## src/rtl/i2s_pkg.sv

```systemverilog
// Shared types for the I2S receiver: FSM state encoding and channel codes.
package i2s_pkg;

  typedef enum logic [1:0] {
    IDLE  = 2'd0,
    DELAY = 2'd1,
    SHIFT = 2'd2,
    DONE  = 2'd3
  } state_t;

  localparam logic CH_LEFT  = 1'b0;
  localparam logic CH_RIGHT = 1'b1;

endpackage

```

## src/rtl/sync_edge_det.sv

```systemverilog
// Multi-flop synchroniser for one asynchronous input, plus rise/change detection
// against a reference level that is refreshed whenever i_take is high.
module sync_edge_det #(
  parameter int STAGES = 2
) (
  input  logic ck,
  input  logic rst,
  input  logic i_d,
  input  logic i_take,
  output logic o_level,
  output logic o_rise,
  output logic o_change
);

  logic [STAGES-1:0] r_sync;
  logic              r_ref;

  always_ff @(posedge ck or posedge rst) begin
    if (rst) begin
      r_sync <= '0;
      r_ref  <= 1'b0;
    end else begin
      r_sync <= {r_sync[STAGES-2:0], i_d};
      if (i_take) r_ref <= r_sync[STAGES-1];
    end
  end

  // Outputs depend on flops only, so all instances stay cycle-aligned.
  assign o_level  = r_sync[STAGES-1];
  assign o_rise   = r_sync[STAGES-1] & ~r_ref;
  assign o_change = r_sync[STAGES-1] ^ r_ref;

endmodule

```

## src/rtl/i2s_rx.sv

```systemverilog
// I2S deserialiser: captures M-bit MSB-first words of one channel (both channels
// when I2S_RX_STEREO_EN is defined) and presents each with a one-cycle strobe.
module i2s_rx
  import i2s_pkg::*;
#(
  parameter int M           = 24,
  parameter bit CHANNEL     = 1'b0,
  parameter int SYNC_STAGES = 2
) (
  input  logic                ck,
  input  logic                rst,
  input  logic                sclk,
  input  logic                lrclk,
  input  logic                sdata,
  output logic signed [M-1:0] sample_out,
  output logic                sample_valid,
`ifdef I2S_RX_STEREO_EN
  output logic                chan,
`endif
  output state_t              o_dbg_state
);

  localparam int            CW   = $clog2(M);
  localparam logic [CW-1:0] LAST = CW'(M - 1);

  logic w_sclk_lvl, w_sclk_rise, w_sclk_chg;
  logic w_lr_lvl, w_lr_rise, w_lr_chg;
  logic w_sd_lvl, w_sd_rise, w_sd_chg;
  logic w_lr_edge, w_word_done, w_want;
  logic [M-1:0] w_shift_in;
  logic w_unused;

  state_t               r_state, w_next;
  logic                 r_armed;
  logic                 r_ch;
  logic [CW-1:0]        r_cnt;
  logic [M-1:0]         r_shift;
  logic signed [M-1:0]  r_sample;
  logic                 r_valid;
  logic                 r_chan;

  sync_edge_det #(.STAGES(SYNC_STAGES)) u_sync_sclk (
    .ck(ck), .rst(rst), .i_d(sclk), .i_take(1'b1),
    .o_level(w_sclk_lvl), .o_rise(w_sclk_rise), .o_change(w_sclk_chg)
  );

  // lrclk reference only moves on sclk rises, so its change output is the
  // word-select edge as seen by the bit clock.
  sync_edge_det #(.STAGES(SYNC_STAGES)) u_sync_lrclk (
    .ck(ck), .rst(rst), .i_d(lrclk), .i_take(w_sclk_rise),
    .o_level(w_lr_lvl), .o_rise(w_lr_rise), .o_change(w_lr_chg)
  );

  sync_edge_det #(.STAGES(SYNC_STAGES)) u_sync_sdata (
    .ck(ck), .rst(rst), .i_d(sdata), .i_take(1'b1),
    .o_level(w_sd_lvl), .o_rise(w_sd_rise), .o_change(w_sd_chg)
  );

  // The first sclk rise after reset only seeds the lrclk reference.
  assign w_lr_edge  = w_sclk_rise & r_armed & w_lr_chg;
  assign w_shift_in = {r_shift[M-2:0], w_sd_lvl};

`ifdef I2S_RX_STEREO_EN
  assign w_want   = 1'b1;
  assign w_unused = ^{w_sclk_lvl, w_sclk_chg, w_lr_rise, w_sd_rise, w_sd_chg, CHANNEL};
`else
  assign w_want   = (r_ch == CHANNEL);
  assign w_unused = ^{w_sclk_lvl, w_sclk_chg, w_lr_rise, w_sd_rise, w_sd_chg, r_chan};
`endif

  always_comb begin
    w_next      = r_state;
    w_word_done = 1'b0;
    if (w_sclk_rise) begin
      case (r_state)
        IDLE, DONE: if (w_lr_edge) w_next = DELAY;
        DELAY:      w_next = w_lr_edge ? DELAY : SHIFT;
        SHIFT: begin
          if (w_lr_edge) begin
            w_next = DELAY;
          end else if (r_cnt == LAST) begin
            w_next      = DONE;
            w_word_done = 1'b1;
          end
        end
        default:    w_next = IDLE;
      endcase
    end
  end

  always_ff @(posedge ck or posedge rst) begin
    if (rst) begin
      r_state <= IDLE;
      r_armed <= 1'b0;
    end else begin
      r_state <= w_next;
      if (w_sclk_rise) r_armed <= 1'b1;
    end
  end

  // The rise that reveals the lrclk edge carries the delay bit; the next rise
  // (leaving DELAY) already carries the MSB, so r_cnt counts bits held.
  always_ff @(posedge ck or posedge rst) begin
    if (rst) begin
      r_ch    <= CH_LEFT;
      r_cnt   <= '0;
      r_shift <= '0;
    end else if (w_sclk_rise) begin
      if (w_lr_edge) begin
        r_ch <= w_lr_lvl;
      end else if (r_state == DELAY) begin
        r_shift <= w_shift_in;
        r_cnt   <= CW'(1);
      end else if (r_state == SHIFT) begin
        r_shift <= w_shift_in;
        r_cnt   <= r_cnt + 1'b1;
      end
    end
  end

  always_ff @(posedge ck or posedge rst) begin
    if (rst) begin
      r_sample <= '0;
      r_valid  <= 1'b0;
      r_chan   <= CH_LEFT;
    end else begin
      r_valid <= w_word_done & w_want;
      if (w_word_done & w_want) begin
        r_sample <= $signed(w_shift_in);
        r_chan   <= r_ch;
      end
    end
  end

  assign sample_out   = r_sample;
  assign sample_valid = r_valid;
  assign o_dbg_state  = r_state;
`ifdef I2S_RX_STEREO_EN
  assign chan = r_chan;
`endif

endmodule

```

## config.mk

```make
export PLATFORM = sky130hd
export DESIGN_NAME = i2s_rx
export DESIGN_NICKNAME = d
export VERILOG_FILES = /design/src/rtl/i2s_pkg.sv /design/src/rtl/sync_edge_det.sv /design/src/rtl/i2s_rx.sv
export SDC_FILE = /design/constraint.sdc
export NUM_CORES = 1
export LEC_CHECK = 0
export CAP_MARGIN = 5
export CORE_MARGIN = 1.5
export CORE_UTILIZATION = 55
export CTS_BUF_LIST = sky130_fd_sc_hd__clkbuf_4 sky130_fd_sc_hd__clkbuf_8
export CTS_CLUSTER_SIZE = 30
export DETAILED_ROUTE_END_ITERATION = 8
export PLACE_DENSITY_LB_ADDON = 0.3
export SYNTH_ARGS = -nofsm -noshare
export SYNTH_HDL_FRONTEND = slang
export SYNTH_SLANG_ARGS = --single-unit
```

## constraint.sdc

```tcl
create_clock -name ck -period 6.2 [get_ports ck]
set_clock_uncertainty 0.2 [all_clocks]
set_input_delay 1.24 -clock ck [delete_from_list [all_inputs] [get_ports ck]]
set_output_delay 1.24 -clock ck [all_outputs]
set_load 0.02 [all_outputs]
```

# After elaboration in Yosys (flattened, before gate mapping)
# Index checks and enable logic that the tools add are counted.
# Widths: inputs -> output; s select.
# totals
wordCells	46
register_bits	65
# classes
add_sub_neg	1
mux	13
bitwise	8
eq_ne	6
reduce_logical	6
# op_table
operator	n
$mux 23	2
$mux 5	2
$mux 2	4
$pmux 2 s3	1
$reduce_and 3->1	2
$add 5x1->5 const B	1
$eq 5x5->1 const B	1
$and 1x1->1	4
$eq 2x2->1 const B	2
$mux 1	4
$ne 3x3->1 const B	1
$not 1->1	3
$eq 2x1->1 const B	1
$logic_not 2->1	1
$ne 2x2->1 const B	1
$reduce_and 2->1	1
$reduce_bool 2->1	1
$reduce_or 2->1	1
$xor 1x1->1	1

# Logic depth before layout (Yosys ltp)
# logic_depth
depth_word	8
depth_mapped	6

# Cells and area by module
# Synthesis repeated with hierarchy kept, for this count alone.
# unflattened
cells_unflattened	178
area_unflattened_um2	2738.9
# by_module_without_submodules
module	area_each_um2	seq_area_each_um2	cells_each	instances
i2s_rx	2397.3	1426.4	154	1
sync_edge_det	113.9	75.1	8	3

# Least setup slack after synthesis
# No wires, ideal clock.
# synth_path
path_kind	reg2reg
startpoint	register r_state[0], in the netlist o_dbg_state[0]
endpoint	register r_cnt[1]
stages_incl_launch_ff	6
t_required_ns	5.875
arrival_ns	1.926
path_slack_ns	3.950
synth_period_minus_slack_ns	2.250
cell_sequence	dfrtp_1 > inv_1 > ha_1 > or3b_2 > a21oi_1 > mux2_2
# synth_via
elab_chain_cells	3
# synth_rtl
element	line	text
from (decl)	i2s_rx.sv:33	state_t r_state, w_next;
from (signal assigned)	i2s_rx.sv:96	r_state <= w_next;
$eq 2x1->1 or $eq 2x2->1 (tied branches)	i2s_rx.sv:111, i2s_rx.sv:114	
$reduce_bool 2->1 (no source line)	--	
$reduce_and 3->1 (no source line)	--	
to (signal assigned)	i2s_rx.sv:116	r_cnt <= r_cnt + 1'b1;
to (decl)	i2s_rx.sv:36	logic [CW-1:0] r_cnt;
# Parallel ways exist; a longest one is shown, timed or not.
# A chain may end at the register's enable or synchronous reset.

# Final worst setup path
# layout_path
startpoint	register r_state[0], in the netlist o_dbg_state[0]
endpoint	output o_dbg_state[0]
# layout_lines
element	line	text
to (decl)	i2s_rx.sv:20	output state_t o_dbg_state
# No word-level cell between the ends.

==> flow_metrics.env <==
export IMPL_status="finished clean"
export IMPL_cpPeakStageDelay_ps=620
export IMPL_syn_to_final_growth_pct=20.83
export IMPL_async_flop_share=1.000
export IMPL_fin_cells=263
export IMPL_synth_net_count=176
export IMPL_first_pass_iters=6
export IMPL_postCtsSetupRepairBufs=0
export IMPL_worstPathArrival_ps=1350
export IMPL_wl_per_cell_um=16.46
export IMPL_grt_setup_unrepaired="no"
export IMPL_pin_count=32
export IMPL_cp_num_buf_inv=1
export IMPL_min_delay_start="u_sync_sdata.r_sync[0]$_DFF_PP0_"
export IMPL_cp_startpoint="o_dbg_state[0]$_DFFE_PP0P_"
export IMPL_port_buffers=31
export IMPL_gp_congestion=0.7650
export IMPL_holdCritPathClass="reg2reg"
export IMPL_via_per_inst=5.620
export IMPL_p_comb_frac=0.158
export IMPL_r2r_start="o_dbg_state[0]$_DFFE_PP0P_"
export IMPL_drt_total_wl_um=4329
export IMPL_syn_avg_cell_area_um2=15.45
export IMPL_start_util=0.5839
export IMPL_antenna_found_initial=0
export IMPL_end_kind="primary output"
export IMPL_post_cts_resized=0
export IMPL_synth_edf_count=0
export IMPL_grt_pass1_vias=1575
export IMPL_path_clk_slew_ps=70
export IMPL_tritoncts="yes"
export IMPL_synth_cells=168
export IMPL_cp_start_kind="register"
export IMPL_synth_seq_cells=65
export IMPL_std_cell_rows=24
export IMPL_ys_warnings_count=0
export IMPL_cts_buffer_depth=2
export IMPL_synth_cell_type_count=34
export IMPL_crit_required_ps=4760
export IMPL_dp_hpwl_um=2771
export IMPL_place_ws_ps=3624
export IMPL_die_h_um=71.69
export IMPL_worst_pin_slew_ps=874.4
export IMPL_utilization=0.7055
export IMPL_ys_seq_area_frac=0.6268
export IMPL_n_antenna_cell=0
export IMPL_p_leak_nw=1.526
export IMPL_switching_share=0.2621
export IMPL_p_per_area_mw_per_mm2=320.9
export IMPL_ant_nets=0
export IMPL_finalHoldViolCount=0
export IMPL_synth_top_flop_cell="dfrtp_1"
export IMPL_synth_area_mm2=0.002595
export IMPL_fin_crit_sh=0.4492
export IMPL_postCtsHoldBufs=0
export IMPL_clock_sinks=65
export IMPL_fin_ws_ps=3415
export IMPL_cpLargestDelayFamily="buffers and inverters"
export IMPL_final_common_cell="dfrtp_1"
export IMPL_placed_cells=248
export IMPL_grt_pass1_wl_um=7348
export IMPL_grt_overflow_total=0
export IMPL_hold_ws_ps=148.5
export IMPL_cts_root_buf="clkbuf_8"
export IMPL_p_int_w=0.0007426
export IMPL_critPathSlowestCell="clkdlybuf4s50_1"
export IMPL_pwr_share_clk=0.353
export IMPL_setup_viol=0
export IMPL_clkLatencyLatePin_ps=330
export IMPL_dr_total_vias=1478
export IMPL_maxSlewViolCount=0
export IMPL_max_freq_mhz=359.0
export IMPL_drt_iter0_markers=84
export IMPL_worstPathCellList="clkdlybuf4s50_1"
export IMPL_drive_gt1_frac=0.3460
export IMPL_numCtsBuffers=9
export IMPL_ir_worst_vdd_mv=0.1694
export IMPL_worst_path_max_fanout=4
export IMPL_grtUsageTotal=0.1906
export IMPL_setup_tns_ps=0
export IMPL_drv_cap=0
export IMPL_slew_headroom=0.4170
export IMPL_period_needed_ps=2785
export IMPL_worst_setup_path_type="reg2out"
export IMPL_dieArea_mm2=0.005139
export IMPL_power_frac_seq=0.489
export IMPL_final_cell_mix="dfrtp_1 (65), mux2_2 (49), clkdlybuf4s50_1 (31), clkbuf_8 (11), inv_1 (7)"
export IMPL_power_switching_w=0.0002637
export IMPL_remaining_drc_errors=0
export IMPL_final_nets=215
export IMPL_coreArea_mm2=0.004444
export IMPL_htree_levels=3
export IMPL_grt_max_degree=66
export IMPL_die_w_um=71.69
[power by group through the flow]
stage                     logic (W)  clock network (W)  registers [W]
after floorplan            0.000114                  0       0.000496
after global placement     0.000147                  0       0.000495
after detailed placement   0.000159                  0       0.000499
after CTS                  0.000159           0.000367       0.000491
after global routing       0.000174           0.000384       0.000497
final                      0.000159           0.000355       0.000492
[cells by family (layout without fill, tap and decap cells)]
group,after synthesis,after routing,synth area share
AOI/OAI and AO/OA,19,19,0.06414
buffers and inverters,13,56,0.03037
adders and majority gates,3,3,0.01447
DFF,65,65,0.6268
muxes,49,49,0.2126
and+or+nand+nor,17,17,0.04195
xor gates and xnor gates,2,2,0.009646
[synth_stat cells (all sizes together) (2+ instances only)]
| library cell | instances | share of area |
|---|---|---|
| a22o | 2 | 0.0068 |
| o21ai | 2 | 0.0053 |
| nor2b | 3 | 0.0072 |
| nor2 | 2 | 0.0029 |
| nor3 | 2 | 0.0039 |
| ha | 3 | 0.014 |
| mux2 | 49 | 0.21 |
| o32ai | 3 | 0.010 |
| dfrtp | 65 | 0.63 |
| inv | 8 | 0.012 |
| buf | 5 | 0.019 |
| nor3b | 2 | 0.0077 |
| o2111ai | 2 | 0.014 |
| a21oi | 3 | 0.0058 |
| nand3 | 2 | 0.0039 |
[per-stage QoR]
| stage | power (W) | instance area, um^2 |
|---|---|---|
| 2_1_floorplan | 0.0006103 | 2595 |
| 3_3_place_gp | 0.0006416 | 2937 |
| 3_5_place_dp | 0.0006573 | 2937 |
| 4_1_cts | 0.001017 | 3136 |
| 5_1_grt | 0.001054 | 3136 |
| 6_report | 0.001006 | 3136 |
[final cells by class]
| class | instances | area, um^2 |
|---|---|---|
| clock inverters | 3 | 40.04 |
| multi-input cells | 90 | 889.6 |
| well taps | 52 | 65.06 |
| fillers | 297 | 1309 |
| repair buffers | 33 | 325.3 |
| clock buffers | 12 | 158.9 |
| flip-flops and latches | 65 | 1627 |
| inverters | 8 | 30.03 |
[metal layers]
| metal | GRT usage | up-vias | routed length, um |
|---|---|---|---|
| li1 | - | 682 | - |
| met1 | 0.2403 | 757 | 1984 |
| met2 | 0.2994 | 33 | 2145 |
| met3 | 0.05345 | 6 | 145 |
| met4 | 0.1048 | 0 | 54 |
| met5 | 0 | - | 0 |
[path summary, 6_finish.rpt]
kind | to | cells past startpoint | slack, ps
max | o_dbg_state[0] | 1 | 3410
min | u_sync_sdata.r_sync[1]$_DFF_PP0_ | 0 | 150
max reg2reg | r_cnt[2]$_DFFE_PP0P_ | 6 | 3830
min reg2reg | u_sync_sdata.r_sync[1]$_DFF_PP0_ | 0 | 150
max in group asynchronous | r_shift[4]$_DFFE_PP0P_ | 3 | 4030
min in group asynchronous | o_dbg_state[0]$_DFFE_PP0P_ | 3 | 1270
[flip-flops by register name (all words and copies together) (netlist names)]
name / flops
o_dbg_state: 2
r_armed: 1
r_ch: 1
r_cnt: 5
r_shift: 23
sample_out: 24
sample_valid: 1
u_sync_lrclk.r_ref: 1
u_sync_lrclk.r_sync: 2
u_sync_sclk.r_ref: 1
u_sync_sclk.r_sync: 2
u_sync_sdata.r_sync: 2
(Power assumes the default switching activity.)
